### src/rtl/conv_sched_pkg.sv
// ---------------------------------------------------------------------------
// conv_sched_pkg
// Shared types and helpers for the convolution frame scheduler.
//   sched_state_t : scheduler FSM states (IDLE, LOAD_W, STREAM, DRAIN)
//   PIXELS        : input pixels per frame at the default geometry
//   OUTPUTS       : second-stage output beats per frame at the default geometry
//   cnt_width()   : bits needed for a counter running 0..n-1 (minimum 1)
// ---------------------------------------------------------------------------
package conv_sched_pkg;

   typedef enum logic [1:0] {
      IDLE   = 2'd0,
      LOAD_W = 2'd1,
      STREAM = 2'd2,
      DRAIN  = 2'd3
   } sched_state_t;

   localparam int unsigned DEF_IMAGE_SIZE = 224;
   localparam int unsigned DEF_OUT_SIZE   = 220;
   localparam int unsigned PIXELS         = DEF_IMAGE_SIZE * DEF_IMAGE_SIZE;
   localparam int unsigned OUTPUTS        = DEF_OUT_SIZE * DEF_OUT_SIZE;

   function automatic int unsigned cnt_width(input int unsigned n);
      return (n < 2) ? 1 : $clog2(n);
   endfunction

endpackage

### src/rtl/conv_raster_counter.sv
// ---------------------------------------------------------------------------
// conv_raster_counter
// Column/row position of the input raster with row-gap insertion.
// Ports:
//   clk, rst      : clock, asynchronous active-low reset
//   i_clear       : synchronous return to pixel (0,0), gap cleared
//   i_advance     : a pixel was accepted this cycle
//   o_last_col    : current position is the last column of a row
//   o_last_pix    : current position is the last pixel of the frame
//   o_in_gap      : inside the idle gap that follows each completed row
// ---------------------------------------------------------------------------
module conv_raster_counter
   import conv_sched_pkg::*;
#(
   parameter int unsigned IMAGE_SIZE = 224,
   parameter int unsigned ROW_GAP    = 2
) (
   input  logic clk,
   input  logic rst,
   input  logic i_clear,
   input  logic i_advance,
   output logic o_last_col,
   output logic o_last_pix,
   output logic o_in_gap
);

   localparam int unsigned CW = cnt_width(IMAGE_SIZE);
   localparam int unsigned GW = cnt_width(ROW_GAP + 1);
   localparam logic [CW-1:0] POS_LAST = CW'(IMAGE_SIZE - 1);
   localparam logic [GW-1:0] GAP_LOAD = GW'(ROW_GAP);

   logic [CW-1:0] r_col;
   logic [CW-1:0] r_row;
   logic [GW-1:0] r_gap;

   assign o_last_col = (r_col == POS_LAST);
   assign o_last_pix = (r_col == POS_LAST) && (r_row == POS_LAST);
   assign o_in_gap   = (r_gap != '0);

   always_ff @(posedge clk or negedge rst) begin
      if (!rst) begin
         r_col <= '0;
         r_row <= '0;
         r_gap <= '0;
      end else if (i_clear) begin
         r_col <= '0;
         r_row <= '0;
         r_gap <= '0;
      end else begin
         if (r_gap != '0) begin
            r_gap <= r_gap - 1'b1;
         end
         if (i_advance) begin
            if (o_last_col) begin
               r_col <= '0;
               r_row <= o_last_pix ? '0 : r_row + 1'b1;
               r_gap <= GAP_LOAD;
            end else begin
               r_col <= r_col + 1'b1;
            end
         end
      end
   end

endmodule

### src/rtl/conv_frame_scheduler.sv
// ---------------------------------------------------------------------------
// conv_frame_scheduler
// Sequences one frame through the two-stage RGB 3x3 convolution pipeline:
// weight-load strobe, raster pixel streaming with row gaps, then draining and
// counting second-stage output beats with a no-progress timeout.
// Optional feature macro: CONV_SCHED_PERF_EN (adds cycle_count, stall_count).
// Ports:
//   clk, rst                  : clock, asynchronous active-low reset
//   start                     : one-cycle frame start (honoured in IDLE only)
//   abort                     : synchronous return to IDLE, highest priority
//   src_r/g/b, src_valid      : upstream pixel and valid
//   src_ready                 : upstream pixel accepted when src_valid is high
//   load_weight               : weight load strobe to the datapath
//   pix_r/g/b, pix_valid      : registered pixel to the datapath
//   conv_valid                : second-stage output beat from the datapath
//   busy                      : scheduler not in IDLE
//   frame_done                : one-cycle completion pulse
//   timeout_err               : sticky until the next accepted start
//   out_count                 : saturating count of output beats this frame
//   cycle_count, stall_count  : (CONV_SCHED_PERF_EN) frame cycles and
//                               STREAM cycles ready but starved
// ---------------------------------------------------------------------------
module conv_frame_scheduler
   import conv_sched_pkg::*;
#(
   parameter int unsigned DATA_WIDTH   = 8,
   parameter int unsigned IMAGE_SIZE   = 224,
   parameter int unsigned OUT_SIZE     = 220,
   parameter int unsigned WLOAD_CYCLES = 9,
   parameter int unsigned ROW_GAP      = 2,
   parameter int unsigned TIMEOUT      = 4096
) (
   input  logic                  clk,
   input  logic                  rst,
   input  logic                  start,
   input  logic                  abort,
   input  logic [DATA_WIDTH-1:0] src_r,
   input  logic [DATA_WIDTH-1:0] src_g,
   input  logic [DATA_WIDTH-1:0] src_b,
   input  logic                  src_valid,
   output logic                  src_ready,
   output logic                  load_weight,
   output logic [DATA_WIDTH-1:0] pix_r,
   output logic [DATA_WIDTH-1:0] pix_g,
   output logic [DATA_WIDTH-1:0] pix_b,
   output logic                  pix_valid,
   input  logic                  conv_valid,
   output logic                  busy,
   output logic                  frame_done,
   output logic                  timeout_err,
`ifdef CONV_SCHED_PERF_EN
   output logic [31:0]           cycle_count,
   output logic [31:0]           stall_count,
`endif
   output logic [15:0]           out_count
);

   localparam int unsigned WW = cnt_width(WLOAD_CYCLES);
   localparam int unsigned TW = cnt_width(TIMEOUT);
   localparam int unsigned FRAME_OUTPUTS = OUT_SIZE * OUT_SIZE;
   localparam logic [WW-1:0] WLOAD_LAST = WW'(WLOAD_CYCLES - 1);
   localparam logic [TW-1:0] IDLE_LAST  = TW'(TIMEOUT - 1);

   sched_state_t          r_state;
   logic [WW-1:0]         r_wcnt;
   logic [TW-1:0]         r_idle;
   logic                  r_load_weight;
   logic [DATA_WIDTH-1:0] r_pix_r;
   logic [DATA_WIDTH-1:0] r_pix_g;
   logic [DATA_WIDTH-1:0] r_pix_b;
   logic                  r_pix_valid;
   logic                  r_frame_done;
   logic                  r_timeout_err;
   logic [15:0]           r_out_count;

   logic                  w_ready;
   logic                  w_hs;
   logic                  w_last_col;
   logic                  w_last_pix;
   logic                  w_in_gap;
   logic                  w_raster_clear;
   logic [15:0]           w_cnt_next;

   // Abort gates ready so the source never sees a handshake that the
   // scheduler then discards.
   assign w_ready        = (r_state == STREAM) && !w_in_gap && !abort;
   assign w_hs           = src_valid && w_ready;
   assign w_raster_clear = (r_state != STREAM) || abort;
   assign w_cnt_next     = (conv_valid && (r_out_count != 16'hFFFF)) ?
                           r_out_count + 16'd1 : r_out_count;

   conv_raster_counter #(
      .IMAGE_SIZE (IMAGE_SIZE),
      .ROW_GAP    (ROW_GAP)
   ) u_raster (
      .clk        (clk),
      .rst        (rst),
      .i_clear    (w_raster_clear),
      .i_advance  (w_hs),
      .o_last_col (w_last_col),
      .o_last_pix (w_last_pix),
      .o_in_gap   (w_in_gap)
   );

   always_ff @(posedge clk or negedge rst) begin
      if (!rst) begin
         r_state       <= IDLE;
         r_wcnt        <= '0;
         r_idle        <= '0;
         r_load_weight <= 1'b0;
         r_pix_r       <= '0;
         r_pix_g       <= '0;
         r_pix_b       <= '0;
         r_pix_valid   <= 1'b0;
         r_frame_done  <= 1'b0;
         r_timeout_err <= 1'b0;
         r_out_count   <= '0;
      end else begin
         r_frame_done <= 1'b0;
         r_pix_valid  <= 1'b0;
         if (abort) begin
            r_state       <= IDLE;
            r_load_weight <= 1'b0;
         end else begin
            case (r_state)
               IDLE: begin
                  if (start) begin
                     r_state       <= LOAD_W;
                     r_load_weight <= 1'b1;
                     r_wcnt        <= '0;
                     r_out_count   <= '0;
                     r_timeout_err <= 1'b0;
                  end
               end
               LOAD_W: begin
                  if (r_wcnt == WLOAD_LAST) begin
                     r_load_weight <= 1'b0;
                     r_state       <= STREAM;
                  end else begin
                     r_wcnt <= r_wcnt + 1'b1;
                  end
               end
               STREAM: begin
                  r_out_count <= w_cnt_next;
                  if (w_hs) begin
                     r_pix_r     <= src_r;
                     r_pix_g     <= src_g;
                     r_pix_b     <= src_b;
                     r_pix_valid <= 1'b1;
                     if (w_last_col && w_last_pix) begin
                        r_state <= DRAIN;
                        r_idle  <= '0;
                     end
                  end
               end
               DRAIN: begin
                  r_out_count <= w_cnt_next;
                  // Completion is judged on the post-increment count so the
                  // final beat ends the frame in the cycle it arrives.
                  if (32'(w_cnt_next) >= FRAME_OUTPUTS) begin
                     r_frame_done <= 1'b1;
                     r_state      <= IDLE;
                  end else if (conv_valid) begin
                     r_idle <= '0;
                  end else if (r_idle == IDLE_LAST) begin
                     r_timeout_err <= 1'b1;
                     r_state       <= IDLE;
                  end else begin
                     r_idle <= r_idle + 1'b1;
                  end
               end
               default: r_state <= IDLE;
            endcase
         end
      end
   end

`ifdef CONV_SCHED_PERF_EN
   logic [31:0] r_cycle_count;
   logic [31:0] r_stall_count;

   always_ff @(posedge clk or negedge rst) begin
      if (!rst) begin
         r_cycle_count <= '0;
         r_stall_count <= '0;
      end else if (r_state == IDLE) begin
         if (start && !abort) begin
            r_cycle_count <= '0;
            r_stall_count <= '0;
         end
      end else begin
         r_cycle_count <= r_cycle_count + 32'd1;
         if (w_ready && !src_valid) begin
            r_stall_count <= r_stall_count + 32'd1;
         end
      end
   end

   assign cycle_count = r_cycle_count;
   assign stall_count = r_stall_count;
`endif

   assign src_ready   = w_ready;
   assign load_weight = r_load_weight;
   assign pix_r       = r_pix_r;
   assign pix_g       = r_pix_g;
   assign pix_b       = r_pix_b;
   assign pix_valid   = r_pix_valid;
   assign busy        = (r_state != IDLE);
   assign frame_done  = r_frame_done;
   assign timeout_err = r_timeout_err;
   assign out_count   = r_out_count;

endmodule

### config.mk
export PLATFORM = sky130hd
export DESIGN_NAME = conv_frame_scheduler
export DESIGN_NICKNAME = d
export VERILOG_FILES = /design/src/rtl/conv_sched_pkg.sv /design/src/rtl/conv_raster_counter.sv /design/src/rtl/conv_frame_scheduler.sv
export SDC_FILE = /design/constraint.sdc
export NUM_CORES = 1
export LEC_CHECK = 0
export CORE_AREA = 4 4 97 99
export DETAILED_ROUTE_END_ITERATION = 8
export DIE_AREA = 0 0 101 103
export PLACE_DENSITY = 0.89
export SYNTH_ARGS = -nofsm -noshare
export SYNTH_HDL_FRONTEND = slang
export SYNTH_SLANG_ARGS = --single-unit
### constraint.sdc
create_clock -name clk -period 3.5 [get_ports clk]
set_input_delay 0.7 -clock clk [delete_from_list [all_inputs] [get_ports clk]]
set_output_delay 0.7 -clock clk [all_outputs]
set_load 0.05 [all_outputs]
==> impl_metrics.tcl <==
set metrics [dict create \
    hp-class "input port to async pin" \
    avgViaCountPerCell 5.93 \
    crit_end "r_idle[4]" \
    criticalPathCategory "register to register" \
    cts.reportedPaths.clkPinSlew_ns 0.10 \
    totalWireLength_mm 10.9 \
    cp.buffers_inverters 0 \
    fin_worst_skew_ns 0.0113 \
    dp_hpwl_mm 7.89 \
    synthArstFlopShare_pct 100 \
    ir_drop_mv 0.455 \
    r2r_slack_ns 0.61 \
    drc 0 \
    fin_crit_ns 2.89 \
    tightest_slew_ns 1.01 \
    internal-power_mw 1.78 \
    yosysSeqAreaShare_pct 44.5 \
    dieArea_um2 10400 \
    ys_ff_latch 80 \
    reg2regPathDepth 8 \
    cp-start-kind "register" \
    p_clk_share_pct 20.7 \
    multi_input_area_um2 2360 \
    power_frac_seq_pct 37.7 \
    cp-end-kind "register" \
    synth_edf_count 0 \
    ctsResizeCount 0 \
    ys_top_cells_by_area "dfrtp_1 45%, nand2_1 9.4%, o21ai_0 3.2%" \
    r2r_start "u_raster.r_col[0]" \
    cp_top_family "compound AO/OA/AOI/OAI gates" \
    drt_iter0_markers 266 \
    worstPathRequired_ns 3.71 \
    slew_viol_final 0 \
    slew_headroom_pct 32.9 \
    wl_per_cell_um 15.7 \
    num_rows 34 \
    synth_area_um2 4500 \
    cap_violations 0 \
    grt_max_degree 81 \
    gr-total-overflow 0 \
    synth_top_area_share_pct 44.5 \
    status "complete, no violations" \
    antenna_left 0 \
    cts_root_buffer "clkbuf_8" \
    r2r_end "r_idle[4]" \
    areaGrowthSynthToFinish_pct 23.3 \
    cts_made_buffers 9 \
    start_util_pct 52.6 \
    total_power_mw 3.15 \
    finalSetupViolCount 0 \
    antenna_found_initial 0 \
    cp.arrival_ns 3.10 \
    worst-path-stages 8 \
    die_y_um 103 \
    worst_slack_ns 0.612 \
    sw_frac_of_total_pct 43.4 \
    min_period_over_period_pct 82.5 \
    synth_warnings 0 \
    synthTopCellsByCount "113 x nand2_1, 80 x dfrtp_1, 36 x nor2_1" \
    ctsHoldBuffers 0 \
    yosysMostFrequentCell "nand2_1" \
    yosys_most_used_dff "dfrtp_1" \
    grt_pass1_wl_mm 18.5 \
    netSwitchingPower_mw 1.37 \
    p_leak_nw 2.40 \
    power_frac_comb_pct 41.6 \
    port_buffers 75 \
    syn_inst 504 \
    clkLatencyLatePin_ns 0.36 \
    postSynthAreaPerCell_um2 8.92 \
    layout.nets 617 \
    cts_buffer_depth 2 \
    rsz0062_at_grt "false" \
    synth.distinct_cells 65 \
    cts_tree "yes" \
    antenna_cells 0 \
    worstSetupStartpoint "u_raster.r_col[0]" \
    slowest_stage "a2111o_1" \
    timing.fmax_ghz 0.346 \
    seq_area_um2 2000 \
    fillers 675 \
    setup_tns_ns 0 \
    grt_pass1_vias 4025 \
    hold_violations 0 \
    place_congestion 0.901 \
    vias 4089 \
    max_stage_delay_ns 0.48 \
    layout-drive-gt1-share_pct 7.39 \
    pre_cts_ws_ns 0.290 \
    post_cts_buffers 0 \
    p_per_area_nw_per_um2 568 \
    core-area_um2 8550 \
    yosysTopAreaCell "dfrtp_1" \
    firstDrtPassIters 5 \
    cp_max_fo 10 \
    track_usage_pct 21.8 \
    cts_sinks 80 \
    htreeDepth 3 \
    path_cells "ha_1, nand4b_1, nor4_4, a21boi_1, a2111o_1, nor2_1, o2bb2ai_2, a31oi_1" \
    syn-num-nets 544 \
    dieWidth_um 101 \
    num_io_pins 76 \
]
## power by group through the flow
| stage | logic, mW | clock network [mW] | registers (mW) |
|---|---|---|---|
| 6_report | 1.31 | 0.652 | 1.19 |
| 5_1_grt | 1.42 | 0.699 | 1.21 |
| 4_1_cts | 1.32 | 0.662 | 1.19 |
| 3_5_place_dp | 1.31 | 0 | 1.21 |
| 3_3_place_gp | 1.28 | 0 | 1.19 |
| 2_1_floorplan | 0.452 | 0 | 1.59 |
## worst min path at each step
stage	from	end	slack (ns)	depth (start not counted)
6_report	rst	out_count[9]	0.47	1
2_1_floorplan	rst	frame_done	0.40	0
3_5_place_dp	pix_g[4]	pix_g[4]	0.47	2
4_1_cts	pix_b[6]	pix_b[6]	0.49	2
3_3_place_gp	pix_g[7]	pix_g[7]	0.46	2
5_1_grt	pix_g[7]	pix_g[7]	0.51	2
## per-layer routing
| layer | wire length, µm | track usage, % | vias to the layer above |
|---|---|---|---|
| li1 | - | - | 1964 |
| met1 | 4640 | 29.0 | 1973 |
| met4 | 100 | 5.21 | 0 |
| met5 | 0 | 0 | - |
| met2 | 5280 | 35.6 | 142 |
| met3 | 843 | 6.02 | 10 |
## layout by cell type, fill, tap and decap left out, types with 11 or more instances in the layout
| cell | instances |
|---|---|
| clkdlybuf4s50_1 | 73 |
| nor2_1 | 36 |
| dfrtp_1 | 80 |
| inv_1 | 11 |
| nand3_1 | 19 |
| a21oi_1 | 22 |
| nand2_1 | 113 |
| a31oi_1 | 16 |
| o21ai_0 | 29 |
| nand4_1 | 16 |
## through the flow
| step | area, µm² | utilization [%] | hold WS (ns) | cells |
|---|---|---|---|---|
| after floorplan | 4500 | - | 0.404 | 504 |
| after global placement | 5360 | 62.7 | 0.457 | 674 |
| after detailed placement | 5360 | 62.7 | 0.466 | 674 |
| after CTS | 5550 | 64.9 | 0.485 | 690 |
| after global routing | 5550 | 64.9 | 0.509 | 690 |
| final | 5550 | 64.9 | 0.466 | 690 |
## cells by family (layout without fill, tap and decap cells)
| logic type | after synthesis | in the layout | share of synthesized area, % |
|---|---|---|---|
| flops | 80 | 80 | 44.5 |
| buf+inv | 33 | 111 | 3.01 |
| fa+ha+maj | 10 | 10 | 2.78 |
| compound gates | 106 | 106 | 15.5 |
| mux | 8 | 8 | 1.84 |
| xor+xnor | 9 | 9 | 1.75 |
| simple gates | 258 | 258 | 30.6 |
## sequential cells by signal, indices dropped and copies added, names as in the netlist
register	cells
u_raster.r_col	8
pix_r	8
frame_done	1
r_state	2
u_raster.r_gap	2
pix_g	8
r_idle	12
out_count	16
u_raster.r_row	8
pix_valid	1
r_wcnt	4
pix_b	8
timeout_err	1
load_weight	1
## area by class of cell
type,instances,share of cell area (%)
multi-input cells,391,42.6
flip-flops and latches,80,36.1
inverters,12,0.812
repair buffers,83,14.8
clock buffers,9,2.23
well taps,108,2.44
clock inverters,7,1.11
(Power assumes the default switching activity.)
